==> config.mk <==
export PLATFORM = sky130hd
export DESIGN_NAME = int_ctrl
export DESIGN_NICKNAME = d
export VERILOG_FILES = /design/src/rtl/int_ctrl.sv
export SDC_FILE = /design/constraint.sdc
export NUM_CORES = 1
export LEC_CHECK = 0
export BUFFER_PORTS_ARGS = -buffer_cell sky130_fd_sc_hd__buf_2
export CAP_MARGIN = 20
export CORE_MARGIN = 2
export CORE_UTILIZATION = 48
export DETAILED_ROUTE_END_ITERATION = 16
export PLACE_DENSITY = 0.79
export SETUP_SLACK_MARGIN = 0.1
export SLEW_MARGIN = 20
export SYNTH_ARGS = -nofsm -noshare
export SYNTH_HDL_FRONTEND = slang
export SYNTH_SLANG_ARGS = --single-unit
==> constraint.sdc <==
create_clock -name clk -period 2.4 [get_ports clk]
set_clock_uncertainty 0.1 [all_clocks]
set_input_delay 0.24 -clock clk [delete_from_list [all_inputs] [get_ports clk]]
set_output_delay 0.24 -clock clk [all_outputs]
set_load 0.01 [all_outputs]
==> src/rtl/int_ctrl.sv <==
// 4-line fixed-priority vectored interrupt controller (line 0 highest priority).
// Define INT_CTRL_NEST_EN to let a higher-priority line preempt the service in progress.
module int_ctrl #(
   parameter logic [9:0] VEC1 = 10'b1111111011,
   parameter logic [9:0] VEC2 = 10'b1111111110,
   parameter logic [9:0] VEC3 = 10'b1111111101,
   parameter logic [9:0] VEC4 = 10'b1111111100
) (
   input  logic       clk,
   input  logic       reset,
   input  logic [3:0] irq_in,
   input  logic       mask_we,
   input  logic [3:0] mask_d,
   input  logic       ack,
   input  logic       reti,
   output logic       irq,
   output logic [9:0] vector,
   output logic [3:0] mask_q,
   output logic [3:0] pending,
   output logic [3:0] in_service
);

   typedef enum logic [1:0] {IDLE, REQ, SVC} state_t;

   state_t      state_q, state_d;
   logic [3:0]  prev_q, prev_d;
   logic [1:0]  sel_q, sel_d;
   logic        irq_q, irq_d;
   logic [9:0]  vector_q, vector_d;
   logic [3:0]  pending_q, pending_d;
   logic [3:0]  in_service_q, in_service_d;

   logic [3:0]  rise;
   logic [3:0]  eligible;
   logic [3:0]  pending_clr;
   logic [3:0]  top_service;
   logic [3:0]  above_top;

   function automatic logic [1:0] highest(input logic [3:0] v);
      if (v[0])      return 2'd0;
      else if (v[1]) return 2'd1;
      else if (v[2]) return 2'd2;
      else           return 2'd3;
   endfunction

   function automatic logic [9:0] vec_of(input logic [1:0] s);
      case (s)
         2'd0:    return VEC1;
         2'd1:    return VEC2;
         2'd2:    return VEC3;
         default: return VEC4;
      endcase
   endfunction

   always_comb begin
      // NOTE: every signal gets a default first so no path leaves it unassigned (no latch).
      state_d      = state_q;
      sel_d        = sel_q;
      irq_d        = irq_q;
      vector_d     = vector_q;
      in_service_d = in_service_q;
      pending_clr  = 4'b0000;
      prev_d       = irq_in;

      rise     = irq_in & ~prev_q;
      eligible = pending_q & mask_q;
      // Lowest set in_service bit is the level being served; lines below its index outrank it.
      top_service = in_service_q & (~in_service_q + 4'd1);
      above_top   = top_service - 4'd1;

      case (state_q)
         IDLE: begin
            if (eligible != 4'b0000 && in_service_q == 4'b0000) begin
               sel_d    = highest(eligible);
               vector_d = vec_of(highest(eligible));
               irq_d    = 1'b1;
               state_d  = REQ;
            end
         end
         REQ: begin
            if (ack) begin
               pending_clr               = 4'b0001 << sel_q;
               in_service_d              = in_service_q | (4'b0001 << sel_q);
               irq_d                     = 1'b0;
               state_d                   = SVC;
            end
         end
         SVC: begin
            if (reti) begin
               in_service_d = in_service_q & ~top_service;
               if ((in_service_q & ~top_service) == 4'b0000) state_d = IDLE;
            end
`ifdef INT_CTRL_NEST_EN
            else if ((eligible & above_top) != 4'b0000) begin
               sel_d    = highest(eligible);
               vector_d = vec_of(highest(eligible));
               irq_d    = 1'b1;
               state_d  = REQ;
            end
`endif
         end
         default: state_d = IDLE;
      endcase

      // A new edge in the ack cycle wins over the clear.
      pending_d = (pending_q & ~pending_clr) | rise;
   end

   // NOTE: sequential state uses non-blocking assignments so every flop samples pre-edge values.
   always_ff @(posedge clk) begin
      if (reset) begin
         state_q      <= IDLE;
         prev_q       <= 4'b0000;
         sel_q        <= 2'd0;
         irq_q        <= 1'b0;
         vector_q     <= 10'd0;
         mask_q       <= 4'b0000;
         pending_q    <= 4'b0000;
         in_service_q <= 4'b0000;
      end else begin
         state_q      <= state_d;
         prev_q       <= prev_d;
         sel_q        <= sel_d;
         irq_q        <= irq_d;
         vector_q     <= vector_d;
         if (mask_we) mask_q <= mask_d;
         pending_q    <= pending_d;
         in_service_q <= in_service_d;
      end
   end

   assign irq        = irq_q;
   assign vector     = vector_q;
   assign pending    = pending_q;
   assign in_service = in_service_q;

endmodule

==> results.toml <==
[timing]
holdWs_ns = 0.0564
slew_headroom_pct = 70.9
tns_ns = 0
max_freq_mhz = 553
rsz0062_at_grt = "no"
worstMarginPinSlew_ns = 0.437
final.min_clock_period_ns = 1.81
finalHoldViolations = 0
slew_violations = 0
finalSetupViolations = 0
period_share_pct = 75.3

[logic_synthesis]
ys_seq_area_share_pct = 48.4
synth-main-ff-cell = "dfxtp_1"
synth_top_cell_by_area = "dfxtp_1"
synth_top_area_share_pct = 48.4
ys_ff_latch = 25
synth-edff-count = 0
synth.net_count = 116
syn_avg_cell_area_um2 = 10.0
synthArstFlopShare_pct = 0
synthCells = 103
ys_warn_count = 0
syn_area_um2 = 1030
yosysUniqueCellTypes = 34
ys_top_cells_by_area = "dfxtp_1, buf_4, mux2i_1, a21oi_1, nor2b_1"

[floorplanning]
die_x_um = 50.4
pin_count = 36
core_um2 = 2000
start_util_pct = 51.6
std_cell_rows = 16
dieArea_um2 = 2540
die_h_um = 50.4

[critical_path]
critPathMaxFanout = 6
r2r_slack_ns = 0.59
path_cells = "or3_4 -> a2111oi_4 -> a21oi_1 -> a311oi_2"
r2r-start = "in_service[1]"
worst_r2r_path_depth = 4
crit_slowest_cell = "a2111oi_4"
endpoint_kind = "flip-flop"
cp.arrival_ns = 1.94
setup.worst_path.class = "reg -> reg"
rr_endpoint = "vector[2]"
cp_data_required_time_ns = 2.53
slowest_delay_ns = 0.44
crit_path_start_kind = "flip-flop"
crit_family = "compound AO/OA/AOI/OAI gates"
crit_start = "in_service[1]"
path_buf_inv = 0

[job]
cap_violations = 0

[route]
dr.pass1.iters = 4
via_count = 842
drcViolationCount = 0
wl_per_cell_um = 12.8
finalWirelength_mm = 2.05
ant_nets = 0
dr.first_iter.drc_count = 14
via_per_inst = 5.26

[layout]
fin_nets = 147
syn2layout_area_growth_pct = 17.3
multi_input_area_um2 = 458
nFillCells = 175
drive_above_1_share_pct = 33.1
diodes = 0
ff_latch_area_um2 = 500

[placed_design]
portBuffers = 35
gp_congestion = 0.818

[cts]
cts_tree = "done"
htree_levels = 1
cts_sinks = 25
hold_buffers = 0
cts_buffers = 3
path_clk_slew_ns = 0.12
cts_resized = 0
cts_buffer_depth = 2
post_cts.repair.setup_buffers = 0
clk_latency_ns = 0.31
cts-root-buf = "clkbuf_4"

[pwr]
p_per_area_nw_per_um2 = 655
p_leak_uw = 0.000560
peakVddDrop_uv = 462

[global_route]
grt_max_degree = 19
overflow = 0
grt_antenna_before_repair = 0
grt_pass1_vias = 770
grt_pass1_wl_mm = 3.44
grt_use_total_pct = 17.9

[worst_hold_path]
min_path_cells = 2
hold_end = "prev_q[0]"
hp-class = "in -> reg"
hold_path.startpoint = "irq_in[0]"

[status]
outcome = "complete, no violations"
[registers in the layout (all words and copies together), names as in the netlist]
name	flops
mask_q	4
irq	1
state_q	2
prev_q	4
sel_q	2
vector	4
in_service	4
pending	4
[how the worst max path moves through the flow]
stage / endpoint / slack [ns] / cells past startpoint
final: vector[2] / 0.59 / 4
after global routing: vector[2] / 0.50 / 4
after CTS: vector[2] / 0.60 / 4
after detailed placement: vector[2] / 0.65 / 4
after global placement: vector[2] / 0.69 / 4
after floorplan: vector[2] / 0.69 / 4
[power breakdown]
part	internal (uW)	total [uW]	leakage, uW	switching [uW]
logic	66.2	138	0.000339	71.3
clock network	65.0	180	0.0000150	115
registers	447	477	0.000206	30.3
[cell families after synthesis]
kind of cell	after synthesis	synth area share (%)
and+or+nand+nor	31	16.3
AOI/OAI and AO/OA	28	23.1
muxes	4	3.87
DFF	25	48.4
buffers and inverters	14	7.26
adders and majority gates	1	0.969
[area by class of cell]
cell class | count | share of cell area, %
sequential | 25 | 41.3
multi-input combinational | 64 | 37.8
timing repair buffer | 35 | 14.4
tap | 27 | 2.79
clock buffer | 4 | 2.17
inverter | 5 | 1.55
[cells in the final DEF (no fill, tap or decap), types with 2 or more instances in the layout]
cell and n:
mux2i_1 4, a22oi_1 2, o211a_1 2, buf_2 35
nand3_1 2, nand2_1 7, o21a_1 2, a32o_1 3
nor2_1 6, dfxtp_1 25, a21oi_1 7, nand2b_1 4
inv_1 5, nor3_1 2, nor2b_1 5, clkbuf_4 3
[cell usage after synthesis, types with 3 or more instances]
| library cell | n |
|---|---|
| clkbuf_1 | 3 |
| a32o_1 | 3 |
| nand2_1 | 7 |
| mux2i_1 | 4 |
| buf_4 | 6 |
| a21oi_1 | 7 |
| nand2b_1 | 4 |
| nor2_1 | 6 |
| inv_1 | 5 |
| nor2b_1 | 5 |
| dfxtp_1 | 25 |
[layer usage]
layer	track usage, %	share of wire, %	vias up
li1	-	-	429
met1	23.1	47	388
met2	28.9	47	20
met3	2.68	4.5	5
met4	9.46	2.2	0
met5	0	0	-
[stage by stage]
| stage | total power [uW] | util (%) | area, um^2 | setup slack [ns] | cells |
|---|---|---|---|---|---|
| floorplan | 583 | - | 1030 | 0.693 | 103 |
| global placement | 621 | 59.3 | 1190 | 0.689 | 156 |
| detailed placement | 624 | 59.3 | 1190 | 0.646 | 156 |
| CTS | 799 | 60.6 | 1210 | 0.596 | 160 |
| global route | 836 | 60.6 | 1210 | 0.499 | 160 |
| finish | 794 | 60.6 | 1210 | 0.592 | 160 |
(Power assumes the default switching activity.)
